**config.mk**
```make
export PLATFORM = sky130hd
export DESIGN_NAME = sensor_frame_serializer
export DESIGN_NICKNAME = d
export VERILOG_FILES = /design/src/rtl/sensor_frame_serializer_pkg.sv /design/src/rtl/uart_tx.sv /design/src/rtl/sensor_frame_serializer.sv
export SDC_FILE = /design/constraint.sdc
export NUM_CORES = 1
export LEC_CHECK = 0
export BUFFER_PORTS_ARGS = -buffer_cell sky130_fd_sc_hd__buf_2
export CAP_MARGIN = 0
export CORE_ASPECT_RATIO = 0.5
export CORE_UTILIZATION = 40
export DETAILED_ROUTE_END_ITERATION = 8
export MAX_ROUTING_LAYER = met4
export SLEW_MARGIN = 10
export SYNTH_ARGS = -nofsm -noshare
export SYNTH_HDL_FRONTEND = slang
export SYNTH_SLANG_ARGS = --single-unit
```
**constraint.sdc**
```tcl
create_clock -name clk_12MHz -period 8.6 [get_ports clk_12MHz]
set_clock_uncertainty 0.2 [all_clocks]
set_input_delay 0.43 -clock clk_12MHz [delete_from_list [all_inputs] [get_ports clk_12MHz]]
set_output_delay 0.43 -clock clk_12MHz [all_outputs]
set_load 0.005 [all_outputs]
```
**src/rtl/sensor_frame_serializer_pkg.sv**
```systemverilog
// -----------------------------------------------------------------------------
// sensor_frame_serializer_pkg
//   Shared definitions for the sensor frame serializer:
//     - FSM state encoding (state_t)
//     - frame byte-region codes (region_t) and the index -> region classifier
//     - frame constants (default sync byte, fill byte, overrun saturation value)
//     - clog2 helper usable in localparam expressions
// -----------------------------------------------------------------------------
package sensor_frame_serializer_pkg;

   typedef enum logic [2:0] {
      ST_IDLE     = 3'd0,
      ST_LOAD     = 3'd1,
      ST_PULSE    = 3'd2,
      ST_WAIT_RDY = 3'd3,
      ST_START    = 3'd4,
      ST_DRAIN    = 3'd5
   } state_t;

   // Which part of the frame a byte index falls into.
   typedef enum logic [2:0] {
      RG_SYNC    = 3'd0,
      RG_SEQ     = 3'd1,
      RG_PAYLOAD = 3'd2,
      RG_CHK     = 3'd3,
      RG_NONE    = 3'd4
   } region_t;

   localparam logic [7:0] DEFAULT_SYNC_BYTE = 8'h00;
   localparam logic [7:0] FILL_BYTE         = 8'hFF;  // byte presented for out-of-range indices
   localparam logic [7:0] OVERRUN_MAX       = 8'hFF;

   // Smallest r with 2**r >= n (0 for n <= 1).
   function automatic int clog2(input int n);
      int r;
      r = 0;
      while ((1 << r) < n) r++;
      return r;
   endfunction

   // Classify a byte index; regions appear in frame order sync, seq, payload, chk.
   function automatic region_t region_of(input int idx,
                                         input int sync_len,
                                         input int seq_len,
                                         input int payload_len,
                                         input int chk_len);
      if (idx < sync_len)                                return RG_SYNC;
      if (idx < sync_len + seq_len)                      return RG_SEQ;
      if (idx < sync_len + seq_len + payload_len)        return RG_PAYLOAD;
      if (idx < sync_len + seq_len + payload_len + chk_len) return RG_CHK;
      return RG_NONE;
   endfunction

endpackage

```
**src/rtl/uart_tx.sv**
```systemverilog
// -----------------------------------------------------------------------------
// uart_tx
//   8N1 UART transmitter, LSB first, CLKS_PER_BIT clocks per bit.
//   Ports:
//     clk    in   system clock
//     start  in   accept data when ready=1 (one-cycle strobe)
//     rstn   in   async active-low reset; line forced idle (high)
//     data   in   byte to send, sampled with start
//     tx     out  serial line, idle high
//     ready  out  high when idle; drops on the edge that accepts start and
//                 rises again once the stop bit has been fully sent
// -----------------------------------------------------------------------------
module uart_tx #(
   parameter int CLKS_PER_BIT = 104
) (
   input  logic       clk,
   input  logic       start,
   input  logic       rstn,
   input  logic [7:0] data,
   output logic       tx,
   output logic       ready
);

   localparam int                CNT_W     = (CLKS_PER_BIT > 1) ? $clog2(CLKS_PER_BIT) : 1;
   localparam logic [CNT_W-1:0] BAUD_LAST = CNT_W'(CLKS_PER_BIT - 1);

   logic             active_q;
   logic [CNT_W-1:0] baud_q;
   logic [3:0]       bit_q;    // 0 = start bit, 1..8 = data bits, 9 = stop bit
   logic [8:0]       shift_q;  // {stop, data[7:1..]} remaining to shift out

   // NOTE: sequential state uses non-blocking assignments so every register
   // samples the pre-edge values of the others, independent of statement order.
   always_ff @(posedge clk or negedge rstn) begin
      if (!rstn) begin
         active_q <= 1'b0;
         baud_q   <= '0;
         bit_q    <= '0;
         shift_q  <= '1;
         tx       <= 1'b1;
      end else if (!active_q) begin
         if (start) begin
            active_q <= 1'b1;
            baud_q   <= '0;
            bit_q    <= '0;
            shift_q  <= {1'b1, data};
            tx       <= 1'b0;
         end
      end else if (baud_q == BAUD_LAST) begin
         baud_q <= '0;
         if (bit_q == 4'd9) begin
            active_q <= 1'b0;
         end else begin
            tx      <= shift_q[0];
            shift_q <= {1'b1, shift_q[8:1]};
            bit_q   <= bit_q + 4'd1;
         end
      end else begin
         baud_q <= baud_q + CNT_W'(1);
      end
   end

   assign ready = !active_q;

endmodule

```
**src/rtl/sensor_frame_serializer.sv**
```systemverilog
// -----------------------------------------------------------------------------
// sensor_frame_serializer
//   Captures one snapshot of N_SENSORS*N_ITER timestamps, pulses reset_parser,
//   then streams a frame over uart_tx:
//     SYNC_LEN x SYNC_BYTE, [seq], payload (words MSB byte first), [xor chk].
//   Requests that arrive while a frame is in flight are counted in a
//   saturating overrun counter.
//   Ports:
//     clk_12MHz          in   system clock
//     rstn               in   async active-low reset
//     data_availible     in   level: parser snapshot valid
//     sensor_iterations  in   N_SENSORS*N_ITER*TS_WIDTH; word 0 in the MSBs
//     tx                 out  UART line, idle high
//     reset_parser       out  one-cycle pulse after capture
//     busy               out  high whenever the FSM is not idle
//     overrun_count      out  saturating count of requests dropped while busy
// -----------------------------------------------------------------------------
module sensor_frame_serializer
   import sensor_frame_serializer_pkg::*;
#(
   parameter int         N_SENSORS    = 8,
   parameter int         N_ITER       = 2,
   parameter int         TS_WIDTH     = 17,
   parameter int         SYNC_LEN     = 3,
   parameter logic [7:0] SYNC_BYTE    = DEFAULT_SYNC_BYTE,
   parameter bit         SEQ_EN       = 1'b1,
   parameter bit         CHK_EN       = 1'b1,
   parameter int         CLKS_PER_BIT = 104
) (
   input  logic                                  clk_12MHz,
   input  logic                                  rstn,
   input  logic                                  data_availible,
   input  logic [N_SENSORS*N_ITER*TS_WIDTH-1:0]  sensor_iterations,
   output logic                                  tx,
   output logic                                  reset_parser,
   output logic                                  busy,
   output logic [7:0]                            overrun_count
);

   localparam int N_WORDS     = N_SENSORS * N_ITER;
   localparam int BPW         = (TS_WIDTH + 7) / 8;
   localparam int BUS_W       = N_WORDS * TS_WIDTH;
   localparam int SEQ_LEN     = SEQ_EN ? 1 : 0;
   localparam int CHK_LEN     = CHK_EN ? 1 : 0;
   localparam int PAYLOAD_LEN = N_WORDS * BPW;
   localparam int TOTAL       = SYNC_LEN + SEQ_LEN + PAYLOAD_LEN + CHK_LEN;
   localparam int IDX_W       = (clog2(TOTAL) < 1) ? 1 : clog2(TOTAL);
   localparam int MUX_DEPTH   = 1 << IDX_W;

   state_t           state_q, state_d;
   logic [BUS_W-1:0] shadow_q;
   logic [IDX_W-1:0] idx_q;
   logic [7:0]       chk_q;
   logic [7:0]       seq_q;
   logic [7:0]       tx_data_q;
   logic [7:0]       overrun_q;
   logic             holdoff_q;
   logic             da_q;
   logic             start;
   logic             ready;
   logic             uart_free;
   logic             last_byte;
   region_t          cur_region;
   logic [7:0]       frame_bytes [MUX_DEPTH];

   // uart_tx only drops ready on the edge after start, so ready is not
   // trusted during the cycle that follows a start strobe.
   assign uart_free  = ready && !holdoff_q;
   assign last_byte  = (int'(idx_q) == TOTAL - 1);
   assign cur_region = region_of(int'(idx_q), SYNC_LEN, SEQ_LEN, PAYLOAD_LEN, CHK_LEN);

   // ---------------------------------------------------------------- FSM ----
   always_ff @(posedge clk_12MHz or negedge rstn) begin
      if (!rstn) state_q <= ST_IDLE;
      else       state_q <= state_d;
   end

   // NOTE: every combinational output is given a default before the case so
   // no path leaves it unassigned, which would otherwise infer a latch.
   always_comb begin
      state_d = state_q;
      case (state_q)
         ST_IDLE:     if (data_availible) state_d = ST_LOAD;
         ST_LOAD:     state_d = ST_PULSE;
         ST_PULSE:    state_d = ST_WAIT_RDY;
         ST_WAIT_RDY: if (uart_free) state_d = ST_START;
         ST_START:    state_d = last_byte ? ST_DRAIN : ST_WAIT_RDY;
         ST_DRAIN:    if (uart_free) state_d = ST_IDLE;
         default:     state_d = ST_IDLE;
      endcase
   end

   always_comb begin
      reset_parser = 1'b0;
      busy         = 1'b1;
      start        = 1'b0;
      case (state_q)
         ST_IDLE:  busy         = 1'b0;
         ST_PULSE: reset_parser = 1'b1;
         ST_START: start        = 1'b1;
         default:  ;
      endcase
   end

   // ----------------------------------------------------------- capture ----
   // NOTE: the snapshot register carries no reset; it is always written in
   // LOAD before any byte of it is read, so reset logic would buy nothing.
   always_ff @(posedge clk_12MHz) begin
      if (state_q == ST_LOAD) shadow_q <= sensor_iterations;
   end

   // ---------------------------------------------------------- byte mux ----
   // Full frame laid out as a byte table indexed by idx_q; entries past the
   // frame end keep FILL_BYTE.
   always_comb begin
      logic [8*BPW-1:0] word_ext;
      word_ext = '0;
      for (int i = 0; i < MUX_DEPTH; i++) frame_bytes[i] = FILL_BYTE;
      for (int s = 0; s < SYNC_LEN; s++)  frame_bytes[s] = SYNC_BYTE;
      if (SEQ_LEN == 1) frame_bytes[SYNC_LEN] = seq_q;
      for (int w = 0; w < N_WORDS; w++) begin
         word_ext                 = '0;
         word_ext[TS_WIDTH-1:0]   = shadow_q[(N_WORDS-1-w)*TS_WIDTH +: TS_WIDTH];
         for (int b = 0; b < BPW; b++) begin
            frame_bytes[SYNC_LEN + SEQ_LEN + w*BPW + b] = word_ext[(BPW-1-b)*8 +: 8];
         end
      end
      if (CHK_LEN == 1) frame_bytes[TOTAL-1] = chk_q;
   end

   // ---------------------------------------------------------- datapath ----
   always_ff @(posedge clk_12MHz or negedge rstn) begin
      if (!rstn) begin
         idx_q     <= '0;
         chk_q     <= '0;
         seq_q     <= '0;
         tx_data_q <= FILL_BYTE;
         holdoff_q <= 1'b0;
      end else begin
         holdoff_q <= (state_q == ST_START);
         tx_data_q <= frame_bytes[idx_q];
         case (state_q)
            ST_LOAD: begin
               idx_q <= '0;
               chk_q <= '0;
            end
            ST_START: begin
               // tx_data_q is exactly the byte handed to the UART this cycle.
               if (cur_region == RG_SEQ || cur_region == RG_PAYLOAD)
                  chk_q <= chk_q ^ tx_data_q;
               if (!last_byte) idx_q <= idx_q + IDX_W'(1);
            end
            ST_DRAIN: begin
               if (uart_free) seq_q <= seq_q + 8'd1;
            end
            default: ;
         endcase
      end
   end

   // ----------------------------------------------------------- overrun ----
   // A rising edge seen while not idle is a request the parser made that this
   // block could not serve; the DRAIN->IDLE cycle still counts as busy.
   always_ff @(posedge clk_12MHz or negedge rstn) begin
      if (!rstn) begin
         da_q      <= 1'b0;
         overrun_q <= '0;
      end else begin
         da_q <= data_availible;
         if (data_availible && !da_q && state_q != ST_IDLE && overrun_q != OVERRUN_MAX)
            overrun_q <= overrun_q + 8'd1;
      end
   end

   assign overrun_count = overrun_q;

   // -------------------------------------------------------------- UART ----
   uart_tx #(
      .CLKS_PER_BIT (CLKS_PER_BIT)
   ) u_uart_tx (
      .clk   (clk_12MHz),
      .start (start),
      .rstn  (rstn),
      .data  (tx_data_q),
      .tx    (tx),
      .ready (ready)
   );

endmodule

```
==> impl_metrics.csv, run 1 <==
group,metric,value,unit
status,status,"finished clean",
floorplan,coreArea,33300,sq um
critical_path,crit_type,"reg -> reg",
pwr,switching_share,28.6,%
critical_path,end_kind,"register",
critical_path,max_stage_delay,1.08,ns
timing,min_period,3.97,ns
detailed_routing,drc_errors,0,
detailed_routing,vias,10000,
detailed_routing,via_per_inst,5.30,
placement,dp_hpwl,25100,um
critical_path,worst_setup_path_start_kind,"register",
pwr,p_int,3.57,mW
pwr,netSwitchingPower,1.43,mW
worst_hold_path,hold_path_class,"reg -> reg",
clock_tree,post-cts-setup-buffer-count,0,
global_route,grt_remaining_overflow,0,
critical_path,cp-startpoint,"idx_q[0]",
global_route,grt_max_degree,99,
detailed_routing,first_pass_iters,7,
finish,fin_cells,1893,
critical_path,rr_startpoint,"idx_q[0]",
global_route,grt_pass1_vias,10300,
finish,design_area,19200,sq um
timing,drv_slew,0,
timing,fin_setup_tns,0,ns
clock_tree,cts-root-buf,"clkbuf_16",
pwr,pwr-share-clk,28.5,%
placement,gp_congestion,0.916,
clock_tree,clk_pin_slew,0.06,ns
clock_tree,postCtsHoldBufs,274,
clock_tree,cts_max_level,1,
clock_tree,clock_path_buffers,3,
pwr,seqPwrFrac,51.1,%
global_route,antenna_found_initial,1,
timing,fin_crit_sh,46.1,%
timing,finalHoldViolations,0,
floorplan,fp.dieW,263,um
critical_path,crit_chain,"buf_4, nor2b_2, a22oi_1, a21oi_1, o22ai_1, o31ai_1",
critical_path,worst_ep_required_time,8.88,ns
critical_path,r2r_slack,4.63,ns
logic_synthesis,syn_area_per_cell,15.5,sq um
pwr,p_comb_share,20.4,%
clock_tree,worstSkewPairLatency,0.57,ns
floorplan,io_pins,286,
logic_synthesis,synth-edff-count,272,
logic_synthesis,synth_seq_area_share,71.9,%
detailed_routing,drt_iter0_drc,831,
timing,slew_headroom,17.8,%
logic_synthesis,synthesis.area,13600,sq um
logic_synthesis,ys_top_cells_by_count,"edfxtp_1 (272), nand2_1 (52), dfrtp_1 (47)",
timing,rsz0062_at_grt,"no",
pwr,peakVddDrop,0.169,mV
logic_synthesis,yosysMostFrequentCell,"edfxtp_1",
logic_synthesis,yosys.area.top_type,"edfxtp_1",
finish,syn_to_final_growth,40.8,%
detailed_routing,wirelength,39500,um
floorplan,die_h,132,um
finish,fin_nets,1708,
pwr,power_density,261,nW/um^2
global_route,grt_use_total,23.2,%
floorplan,dieArea,34800,sq um
clock_tree,cts_buffers,31,
logic_synthesis,synth_area_leaders,"edfxtp_1 (60%), dfrtp_1 (8.6%), dfstp_2 (3.3%), mux2i_1 (3.2%), mux2_2 (2.6%)",
critical_path,slowest_stage,"nor2b_2",
logic_synthesis,synthesis.nets,1162,
logic_synthesis,ys_ff_latch,336,
timing,setup_viol,0,
logic_synthesis,netlist.area_leader.share,60.0,%
clock_tree,tritoncts,"done",
logic_synthesis,netlist-cell-type-count,58,
timing,tightest_slew,1.23,ns
global_route,grt_pass1_wl,59800,um
logic_synthesis,async_flop_share,19.0,%
finish,fin_util,57.6,%
logic_synthesis,yosys_warnings,0,
floorplan,rows,47,
worst_hold_path,min_from,"u_uart_tx.tx",
critical_path,arrival,4.25,ns
detailed_routing,wire_per_inst,20.9,um
logic_synthesis,netlist_instances,880,
clock_tree,ctsResizeCount,0,
placement,dp.cells,1560,
finish,layout-drive-gt1-share,28.3,%
clock_tree,cts.sinks,336,
placement,place_area,15400,sq um
critical_path,cp_max_fo,45,
timing,fmax,252,MHz
flow_run,cap_violations,0,
pwr,p_leak,7.28,nW
logic_synthesis,synthFlopType,"edfxtp_1",
detailed_routing,postRouteAntennaNets,0,
placement,place.port_buffers,285,
floorplan,initial_core_util,40.9,%
-- power by group through the flow --
stage                     clock network, mW  logic [mW]  registers (mW)
final                                  1.42        1.02            2.55
after detailed placement                  0       0.923            2.59
after global placement                    0       0.899            2.58
after CTS                              1.43        1.02            2.55
after global routing                   1.51        1.11            2.60
after floorplan                           0       0.662            2.61
-- worst max-delay path: cells and delay by family, from the launching register on --
family | cells | cell delay (ns)
AND/OR/NAND/NOR | 1 | 1.08
flip-flops | 1 | 0.96
AO/OA/AOI/OAI | 4 | 0.93
buffers and inverters | 1 | 0.67
-- layer usage --
metal | routed length (um) | vias up | GRT usage (%) | share of wire (%)
li1 | - | 4543 | - | -
met1 | 16300 | 5015 | 29.5 | 41
met2 | 19500 | 378 | 37.9 | 50
met3 | 2100 | 98 | 3.69 | 5.3
met4 | 1510 | 0 | 8.71 | 3.8
met5 | 0 | - | - | 0
-- metrics by stage --
step / power, mW / hold WS, ns / worst slack, ns
final: 5.00 / 0.277 / 4.63
after detailed placement: 3.51 / 0.274 / 4.72
after CTS: 5.01 / 0.283 / 4.68
after floorplan: 3.27 / -0.0656 / 0.241
after global placement: 3.48 / 0.269 / 4.84
after global routing: 5.22 / 0.301 / 4.35
-- path summary, 6_finish.rpt --
check / cells past startpoint / to
worst max-delay path: 6 / tx_data_q[3]
worst min-delay path: 2 / u_uart_tx.tx
worst max register to register: 6 / tx_data_q[3]
worst min register to register: 2 / u_uart_tx.tx
max in group asynchronous: 3 / idx_q[0]
min in group asynchronous: 3 / overrun_count[4]
-- cells by family (layout without fill, tap and decap cells) --
group | Yosys count | in the layout | share of synthesized area [%]
mux | 86 | 86 | 7.47
flops | 336 | 336 | 71.9
simple gates | 158 | 158 | 5.67
compound gates | 201 | 201 | 10.1
other cells | 0 | 2 | 0
fa+ha+maj | 7 | 7 | 0.644
xor+xnor | 30 | 30 | 1.93
buf+inv | 62 | 632 | 2.26
-- state kept, by name (all words and copies together) (netlist names) --
name and count:
state_q 3, u_uart_tx.active_q 1, idx_q 6, u_uart_tx.baud_q 7, u_uart_tx.bit_q 4, tx_data_q 8, holdoff_q 1, shadow_q 272
u_uart_tx.tx 1, da_q 1, chk_q 8, seq_q 8, overrun_count 8, u_uart_tx.shift_q 8
-- area by class of cell --
type | count | area, sq um
flip-flops and latches | 336 | 9800
inverters | 9 | 33.8
clock buffers | 45 | 868
clock inverters | 12 | 160
repair buffers | 566 | 4230
fillers | 2605 | 14100
multi-input cells | 482 | 3520
well taps | 441 | 552
diodes | 2 | 5.00
-- layout by cell type, fill, tap and decap left out, types with 31 or more instances in the layout --
master | synthesis | final
buf_2 | 18 | 285
dlygate4sd3_1 | 0 | 274
edfxtp_1 | 272 | 272
nand2_1 | 52 | 52
nor2_1 | 44 | 44
dfrtp_1 | 47 | 44
mux2i_1 | 43 | 43
o21ai_0 | 42 | 42
a21oi_1 | 31 | 31
mux2_2 | 31 | 31
clkbuf_16 | 0 | 31
Note: power is estimated with default switching activity, not from simulation.
==> run 2, diff against run 1 <==
- ABC_AREA: not set -> 1
- clock period: 8.6 -> 3.94 ns (I/O delays scaled with it)
==> impl_metrics.csv, run 2 <==
group,metric,value,unit
status,status,"finished clean",
finish,largest-register,"shadow_q",
clock_tree,cts-root-buf,"clkbuf_16",
critical_path,cp_max_fo,58,
detailed_routing,first_pass_iters,7,
timing,fmax,336,MHz
clock_tree,postCtsHoldBufs,274,
logic_synthesis,async_flop_share,19.0,%
placement,dp_hpwl,26400,um
floorplan,rows,47,
worst_hold_path,hold_path_class,"in -> reg",
logic_synthesis,synth_area_leaders,"edfxtp_1 (58%), nand2_1 (14%), dfrtp_1 (8.4%), nand3_1 (3.6%), dfstp_2 (3.2%)",
detailed_routing,wire_per_inst,18.0,um
clock_tree,worstSkewPairLatency,0.62,ns
global_route,grt_remaining_overflow,0,
timing,tightest_slew,1.04,ns
detailed_routing,wirelength,41700,um
global_route,antenna_found_initial,8,
clock_tree,cts.sinks,336,
pwr,peakVddDrop,0.349,mV
logic_synthesis,synthesis.area,14000,sq um
critical_path,worst_setup_path_start_kind,"register",
global_route,busiest_layer,"met2",
logic_synthesis,syn_area_per_cell,11.0,sq um
finish,largest_register_ffs,272,
logic_synthesis,netlist.area_leader.share,58.4,%
critical_path,end_kind,"register",
timing,fin_crit_sh,75.5,%
logic_synthesis,yosysMostFrequentCell,"nand2_1",
floorplan,initial_core_util,41.5,%
floorplan,die_h,134,um
critical_path,arrival,3.32,ns
pwr,netSwitchingPower,3.68,mW
logic_synthesis,netlist-cell-type-count,38,
detailed_routing,drc_errors,0,
pwr,p_leak,8.21,nW
logic_synthesis,ys_top_cells_by_count,"nand2_1 (521), edfxtp_1 (272), nand3_1 (100)",
pwr,pwr-share-clk,25.5,%
finish,multiInputGateArea,3640,sq um
logic_synthesis,ys_ff_latch,336,
timing,fin_setup_tns,0,ns
floorplan,fp.dieW,267,um
timing,setup_viol,0,
clock_tree,cts_max_level,1,
global_route,grtUsageMet2,40.5,%
timing,drv_slew,0,
detailed_routing,postRouteAntennaNets,0,
placement,pre_cts_ws,1.11,ns
pwr,power_density,573,nW/um^2
finish,ff_latch_area,9790,sq um
clock_tree,cts_buffers,31,
pwr,p_comb_share,25.8,%
detailed_routing,drt_iter0_drc,930,
finish,syn_to_final_growth,39.7,%
clock_tree,post-cts-setup-buffer-count,0,
global_route,grt_use_total,23.9,%
finish,mostFrequentLayoutCells,"nand2_1 (521), buf_2 (285), dlygate4sd3_1 (274)",
clock_tree,clk_pin_slew,0.07,ns
floorplan,dieArea,35800,sq um
detailed_routing,via_per_inst,5.00,
logic_synthesis,netlist_instances,1268,
timing,holdWs,0.0878,ns
pwr,seqPwrFrac,48.7,%
global_route,grt_pass1_vias,11800,
timing,finalHoldViolations,0,
flow_run,cap_violations,0,
global_route,globalRouteMet1Util,28.6,%
detailed_routing,vias,11600,
clock_tree,clock_path_buffers,3,
logic_synthesis,synthFlopType,"edfxtp_1",
timing,timing.final.ws_setup,0.964,ns
finish,final_common_cell,"nand2_1",
critical_path,worst_ep_required_time,4.29,ns
critical_path,crit_type,"reg -> reg",
timing,slew_headroom,30.6,%
global_route,grt_max_degree,102,
finish,fin_util,57.9,%
finish,n_fill_cell,2805,
clock_tree,ctsResizeCount,0,
global_route,grt_pass1_wl,63700,um
timing,min_period,2.98,ns
floorplan,io_pins,286,
logic_synthesis,synthesis.nets,1550,
logic_synthesis,yosys.area.top_type,"edfxtp_1",
logic_synthesis,synth-edff-count,272,
pwr,p_int,7.52,mW
pwr,switching_share,32.8,%
global_route,met3_usage,3.93,%
finish,fin_nets,2105,
floorplan,coreArea,33800,sq um
logic_synthesis,synth_seq_area_share,70.0,%
placement,place.port_buffers,285,
clock_tree,tritoncts,"done",
logic_synthesis,yosys_warnings,0,
placement,gp_congestion,0.886,
finish,layout-drive-gt1-share,21.1,%
timing,rsz0062_at_grt,"no",
==> run 2: final cells by class <==
class | instances | share of cell area, %
Timing Repair Buffer | 575 | 22.1
Antenna cell | 8 | 0.102
Multi-Input combinational cell | 808 | 18.6
Clock inverter | 22 | 0.659
Tap cell | 465 | 2.98
Clock buffer | 36 | 4.11
Sequential cell | 336 | 50.1
Inverter | 71 | 1.38
==> run 2: layer usage <==
layer  part of all wire [%]  vias up  routed length, um
met3                    6.7      137               2790
met4                    4.3        0               1770
met5                      0        -                  0
li1                       -     5397                  -
met1                     39     5565              16100
met2                     50      508              21000
==> run 2: kinds of logic after synthesis <==
kind of cell	count (synthesis)	share of synthesized area, %
DFF	336	70.0
buffers and inverters	124	4.08
xor gates and xnor gates	17	1.06
and+or+nand+nor	718	21.5
adders and majority gates	7	0.626
AOI/OAI and AO/OA	66	2.80
==> run 2: final timing paths <==
kind	slack (ns)	depth (start not counted)	end	startpoint
max	0.96	11	tx_data_q[1]	idx_q[1]
min	0.09	2	shadow_q[151]	sensor_iterations[151]
max reg2reg	0.96	11	tx_data_q[1]	idx_q[1]
min reg2reg	0.26	1	seq_q[6]	seq_q[6]
max in group asynchronous	2.48	3	tx_data_q[2]	rstn
min in group asynchronous	0.11	2	overrun_count[4]	rstn
==> run 2: worst max-delay path, cell delays in order, from the launching register on <==
cell and delay (ns):
dfrtp_1 0.80, inv_2 0.28, nor2_4 0.13, buf_4 0.59, nand2_1 0.20, nand3_1 0.15, nand3_1 0.10, nand2_1 0.13
nand2_1 0.08, nand2_1 0.10, inv_1 0.04, nand2_1 0.06
==> run 2: metrics by stage <==
| step | cells | cell area (sq um) | power (mW) |
|---|---|---|---|
| global route | 2321 | 19600 | 11.8 |
| detailed placement | 1981 | 15900 | 8.17 |
| floorplan | 1268 | 14000 | 7.43 |
| global placement | 1981 | 15900 | 8.09 |
| finish | 2321 | 19600 | 11.2 |
| CTS | 2313 | 19500 | 11.2 |
==> run 2: power by group through the flow <==
stage	clock network (mW)	registers, mW	logic, mW
6_report	2.86	5.46	2.89
5_1_grt	3.04	5.55	3.22
4_1_cts	2.89	5.45	2.87
3_5_place_dp	0	5.52	2.64
3_3_place_gp	0	5.50	2.59
2_1_floorplan	0	5.55	1.88
